## config.mk

```make
export PLATFORM = sky130hd
export DESIGN_NAME = fifo_sync_flex
export DESIGN_NICKNAME = d
export VERILOG_FILES = /design/src/rtl/fifo_sync_flex.sv
export SDC_FILE = /design/constraint.sdc
export NUM_CORES = 1
export LEC_CHECK = 0
export CAP_MARGIN = 10
export CORE_MARGIN = 8
export CORE_UTILIZATION = 30
export DETAILED_ROUTE_END_ITERATION = 8
export GPL_ROUTABILITY_DRIVEN = 0
export PLACE_DENSITY_LB_ADDON = 0.1
export SETUP_SLACK_MARGIN = 0.3
export SLEW_MARGIN = 20
export SYNTH_ARGS = -nofsm -noshare
export SYNTH_HDL_FRONTEND = slang
export SYNTH_SLANG_ARGS = --single-unit
```

## constraint.sdc

```tcl
create_clock -name clk -period 3.4 [get_ports clk]
set_input_delay 0.85 -clock clk [delete_from_list [all_inputs] [get_ports clk]]
set_output_delay 0.85 -clock clk [all_outputs]
set_load 0.01 [all_outputs]
```

## src/rtl/fifo_sync_flex.sv

```systemverilog
// Single-clock FIFO with binary wrap-bit pointers, occupancy/threshold flags,
// optional first-word-fall-through read port, synchronous flush and sticky errors.
module fifo_sync_flex #(
   parameter int FIFO_data_size = 8,
   parameter int FIFO_addr_size = 4,
   parameter bit FWFT           = 1'b0,
   parameter int AF_THRESH      = 14,
   parameter int AE_THRESH      = 2
) (
   input  logic                      clk,
   input  logic                      rst,
   input  logic                      clr,
   input  logic                      w_en,
   input  logic [FIFO_data_size-1:0] data_in,
   input  logic                      r_en,
   output logic [FIFO_data_size-1:0] data_out,
   output logic                      full,
   output logic                      empty,
   output logic                      almost_full,
   output logic                      almost_empty,
   output logic [FIFO_addr_size:0]   count,
   output logic                      overflow,
   output logic                      underflow
);
   localparam int DEPTH = 1 << FIFO_addr_size;
   localparam logic [FIFO_addr_size:0] AF_T = (FIFO_addr_size+1)'(AF_THRESH);
   localparam logic [FIFO_addr_size:0] AE_T = (FIFO_addr_size+1)'(AE_THRESH);

   logic [FIFO_data_size-1:0] mem [DEPTH];
   logic [FIFO_addr_size:0]   w_ptr, r_ptr;
   logic                      wr_ok, rd_ok;

   assign count        = w_ptr - r_ptr;
   assign empty        = (w_ptr == r_ptr);
   assign full         = (w_ptr[FIFO_addr_size] != r_ptr[FIFO_addr_size]) &&
                         (w_ptr[FIFO_addr_size-1:0] == r_ptr[FIFO_addr_size-1:0]);
   assign almost_full  = (count >= AF_T);
   assign almost_empty = (count <= AE_T);

   // Flush and reset swallow both requests; full/empty gating forbids write- or read-through.
   assign wr_ok = rst && !clr && w_en && !full;
   assign rd_ok = rst && !clr && r_en && !empty;

   always_ff @(posedge clk) begin
      if (wr_ok) mem[w_ptr[FIFO_addr_size-1:0]] <= data_in;
   end

   always_ff @(posedge clk or negedge rst) begin
      if (!rst) begin
         w_ptr     <= '0;
         r_ptr     <= '0;
         overflow  <= 1'b0;
         underflow <= 1'b0;
      end else if (clr) begin
         w_ptr     <= '0;
         r_ptr     <= '0;
         overflow  <= 1'b0;
         underflow <= 1'b0;
      end else begin
         if (wr_ok) w_ptr <= w_ptr + 1'b1;
         if (rd_ok) r_ptr <= r_ptr + 1'b1;
         if (w_en && full)  overflow  <= 1'b1;
         if (r_en && empty) underflow <= 1'b1;
      end
   end

   generate
      if (FWFT) begin : g_fwft
         assign data_out = mem[r_ptr[FIFO_addr_size-1:0]];
      end else begin : g_std
         always_ff @(posedge clk or negedge rst) begin
            if (!rst)       data_out <= '0;
            else if (rd_ok) data_out <= mem[r_ptr[FIFO_addr_size-1:0]];
         end
      end
   endgenerate
endmodule

```

* Word-level counts from Yosys, hierarchy flattened
Memory sizes are Yosys's and may differ from the RTL's. A register that Yosys moved wholly into a read port is not among the register bits.
Index checks and enable logic that the tools add are counted.
Widths: inputs -> output; s select.
** Cells by class
- Equal/unequal tests :: 3
- Add/subtract/negate cells :: 3
- Reduce and logical (&&, ||, !) cells :: 16
- Multiplexer cells :: 10
- $lt $le $gt $ge :: 2
** Operators by type and width (count)
- $mux 5 :: 4
- $add 5x1->5 const B :: 2
- $logic_and 1x1->1 :: 8
- $reduce_bool 2->1 :: 4
- $mux 1 :: 6
- $eq 5x5->1 :: 1
- $ge 5x4->1 const B :: 1
- $le 5x2->1 const B :: 1
- $sub 5x5->5 :: 1
- $eq 4x4->1 :: 1
- $logic_not 1->1 :: 4
- $ne 1x1->1 :: 1
** Storage, ports and cells
- Flip-flop bits (word level) :: 12
- Memories :: 1
- Memory bits (writable) :: 128
- Bits of input ports :: 13
- Logic and storage cells :: 39
** Memory list
- mem :: words 16, width 8, rd ports 1, clocked after Yosys merged registers in 1, wr ports 1, RTL line 29 : logic [FIFO_data_size-1:0] mem [DEPTH];

* Logic depth before layout (Yosys ltp)
- Depth in word-level cells :: 6
- Gate-level depth with buffers :: 8
- Mapped depth without buffers :: 8

* Least setup slack after synthesis
OpenSTA, ideal clock, no wires.
- Path kind :: reg-to-output
- From :: reg w_ptr[0]
- To :: out almost_empty
- Arrival time :: 1.953 ns
- Stages on the path, launching flop included :: 9
- Path slack :: 0.597 ns
- Cell sequence :: dfrtp_1 -> inv_1 -> ha_1 -> inv_1 -> fa_1 -> a21o_1 -> a21oi_1 -> xnor2_1 -> a211oi_1
** Between the ends
- Word-level cells in the longest chain between the ends :: 2
** RTL lines
- start, declared :: RTL line 30 : logic [FIFO_addr_size:0] w_ptr, r_ptr;
- start signal, assigned :: RTL line 60 : if (wr_ok) w_ptr <= w_ptr + 1'b1;
- $sub 5x5->5 :: RTL line 33 : assign count = w_ptr - r_ptr;
- via count[4] :: RTL line 21 : output logic [FIFO_addr_size:0] count,
- $le 5x2->1 :: RTL line 38 : assign almost_empty = (count <= AE_T);
- end, declared :: RTL line 20 : output logic almost_empty,
The timed path passes the listed nets, and every way through them passes these cells.

* Worst setup path in the final report
- From :: reg w_ptr[0]
- To :: out almost_empty
** Between the ends
- Word-level cells in the longest chain between the ends :: 2
** RTL lines (RTL line)
- $sub 5x5->5 :: 33
- $le 5x2->1 :: 38
Every way passes these cells.

==> key figures <==
Synth
  – Post-Syn Area: 6050 sq um
  – Top cell type's share of synthesized area: 63.5%
  – Main flop type after synthesis: edfxtp_1
  – Number of synthesized register bits: 148
  – Post-synthesis mux area share: 11.8%
  – Largest family of logic cells by synthesized area: multiplexers
  – Post-synthesis compound-gate area fraction: 5.60%
  – Post-Synthesis Cells: 361
  – Post-Synth XOR/XNOR Area: 1.30%
  – Synth Area in Simple Gates: 5.21%
  – Post-Synth Adder-Cell Area: 2.19%
  – Synthesized area per cell: 16.8 sq um
  – Post-synth EDFFs: 128
  – Unique masters post-synth: 42
  – Ys async rst share: 13.5%
  – Synth warnings: 0
  – Seq/Total Area, Yosys: 71.8%
  – Syn nets: 384
  – Synth area leader: edfxtp_1
  – Synth area leaders: edfxtp_1, dfrtp_1, mux4_2

Drt
  – Residual DRC count: 0
  – DRT iter0 DRCs: 202
  – Routed WL per cell: 20.8 um
  – Detailed Routing Iterations Pass 1: 4
  – Total wire length: 14700 um
  – Vias per cell: 4.64
  – Number of routed nets with antenna violations: 0
  – Via count: 3295

Global route
  – Aggregate global-route resource usage: 12.6%
  – Largest net degree at the start of global routing: 52
  – GR Overflow Total: 0
  – Initial antenna violation count: 0
  – Vias in the first global route: 3508
  – First-pass GRT wire length: 22300 um

Critical path
  – CP bufs+invs: 4
  – Crit path launch type: register
  – Critical Path Max Stage Delay: 0.39 ns
  – CP arrival: 2.26 ns
  – Crit-path slowest cell: dfrtp_1
  – Max Fanout on Critical Path: 3
  – Worst path cell trace: inv_2 -> ha_4 -> inv_2 -> fa_2 -> a21o_1 -> a21oi_2 -> xnor2_2 -> buf_4 -> a211oi_2 -> buf_2
  – Worst Setup End Kind: output pin
  – CP top delay family: compound AO/OA/AOI/OAI gates
  – CP dominant cell by count: inv_2
  – CP required: 2.55 ns
  – Crit Path Class: reg2out

Final layout
  – Fill cell count: 1972
  – Commonest non-fill, non-tap cells in the layout: edfxtp_1, nor2_1, mux2i_1
  – Fin nets: 451
  – Inserted Diodes: 0
  – Area Overhead vs Synth: 24.5%
  – Most common cell after layout, fill and taps aside: edfxtp_1
  – Layout cell share with drive strength beyond 1: 22.7%

Timing
  – Worst hold margin: 0.497 ns
  – Worst Clk Skew: 0.00762 ns
  – Max Freq: 322 MHz
  – Minimum clock period: 3.11 ns
  – Final hold viol count: 0
  – Worst slew margin: 33.1%
  – Count of pins over their slew limit: 0
  – Worst-margin pin slew: 1.00 ns
  – Tcrit/Tclk final: 91.4%
  – TNS Setup: 0 ns
  – Final setup viols: 0
  – RSZ-0062 raised after global routing: yes

Worst hold path
  – Hold Path Class: reg2reg

Clock network
  – CTS Buf Count: 17
  – # clock sinks: 148
  – H-tree lvl count: 4
  – Clock slew at reported path FFs: 0.06 ns
  – Clock buffer depth: 2
  – Root Driver: clkbuf_16
  – CTS tree: yes
  – Hold-fix buffers, CTS: 0
  – Worst-Skew Late Latency: 0.42 ns

Placed design
  – Detailed Place HPWL: 9530 um
  – Buffers on Ports: 31

Pwr
  – VDD IR max: 289 uV
  – Total power divided by cell area: 583 nW/um^2
  – Pleak: 2.50 nW

Die
  – # rows: 52
  – Die X: 158 um
  – Die H: 158 um
  – Starting density of the core: 30.2%
  – Die area: 25000 sq um
  – Boundary Pins: 32
  – Core area: 20000 sq um

Outcome
  – Status: finished, final reports clean

Flow run
  – Max-cap violations: 0
[per-layer routing]
metal	track usage (%)	share of wire, %	vias up
met5	0	0	-
met4	4.94	1.9	0
met3	3.25	4.2	17
met2	19.7	46	62
met1	16.5	48	1672
li1	-	-	1544
[what timing repair did]
| action | in CTS | in global routing |
|---|---|---|
| pin swaps | 8 | 5 |
| buffers inserted | 7 | 1 |
| setup endpoints to repair | 7 | 7 |
| resized for setup | 24 | 5 |
| cloned | 0 | 0 |
[synthesized netlist by cell type, drive strengths merged (2+ instances only)]
cell      n
a211oi    2
a21o      3
a21oi     6
a22oi     8
a31oi     8
and2      2
buf      12
clkbuf    4
dfrtp    20
edfxtp  128
ha        9
inv       8
mux2i    34
mux4     16
nand2     4
nand2b    2
nand3     3
nand3b    3
nor2     42
nor3      4
o21ai     2
o22ai    16
or3       2
xnor2     5
xor2      4
[per-stage QoR]
step | utilization [%] | power (mW) | cell area (sq um) | cells | worst slack [ns]
floorplan | - | 2.21 | 6050 | 361 | 0.597
global placement | 33.9 | 2.41 | 6790 | 671 | 0.225
detailed placement | 33.9 | 2.41 | 6790 | 671 | 0.171
CTS | 37.6 | 4.45 | 7520 | 709 | 0.238
global route | 37.6 | 4.54 | 7540 | 710 | 0.118
finish | 37.6 | 4.39 | 7540 | 710 | 0.293
[flip-flops by register name, indices dropped and copies added (netlist names)]
register and cells:
r_ptr 5, data_out 8, mem 128, w_ptr 5
overflow 1, underflow 1
[power breakdown]
part	total (mW)	switching, mW	internal (mW)
sequential	2.06	0.0349	2.02
clock	2.03	0.726	1.30
combinational	0.308	0.150	0.158
total	4.39	0.910	3.48
[logic make-up after synthesis]
| logic type | Yosys count |
|---|---|
| flops | 148 |
| simple gates | 68 |
| compound gates | 51 |
| mux | 51 |
| buf+inv | 24 |
| fa+ha+maj | 10 |
| xor+xnor | 9 |
[path summary, 6_finish.rpt]
| path | depth (start not counted) | slack (ns) | endpoint | startpoint |
|---|---|---|---|---|
| setup / recovery | 10 | 0.29 | almost_empty | w_ptr[0] |
| hold / removal | 2 | 0.50 | overflow | overflow |
| setup reg to reg | 7 | 0.92 | mem[2][3] | r_ptr[2] |
| hold reg to reg | 2 | 0.50 | overflow | overflow |
| max in group asynchronous | 2 | 2.32 | r_ptr[0] | rst |
| min in group asynchronous | 2 | 0.82 | r_ptr[2] | rst |
[worst reg2reg max path, cell delays in order, from the launching register on]
cell     delay (ns)
dfrtp_1        0.40
inv_1          0.12
ha_1           0.30
and4_4         0.22
a21oi_1        0.44
nand2_1        0.29
nor3_1         0.20
buf_4          0.22
[final cells by class]
cell class | count | area [sq um] | area share (%)
clock buffers | 19 | 433 | 5.74
flip-flops and latches | 148 | 4350 | 57.7
well taps | 270 | 338 | 4.48
repair buffers | 64 | 542 | 7.19
multi-input cells | 189 | 1640 | 21.8
clock inverters | 12 | 203 | 2.69
inverters | 8 | 30.0 | 0.398
Power figures use the tool's default switching activity.
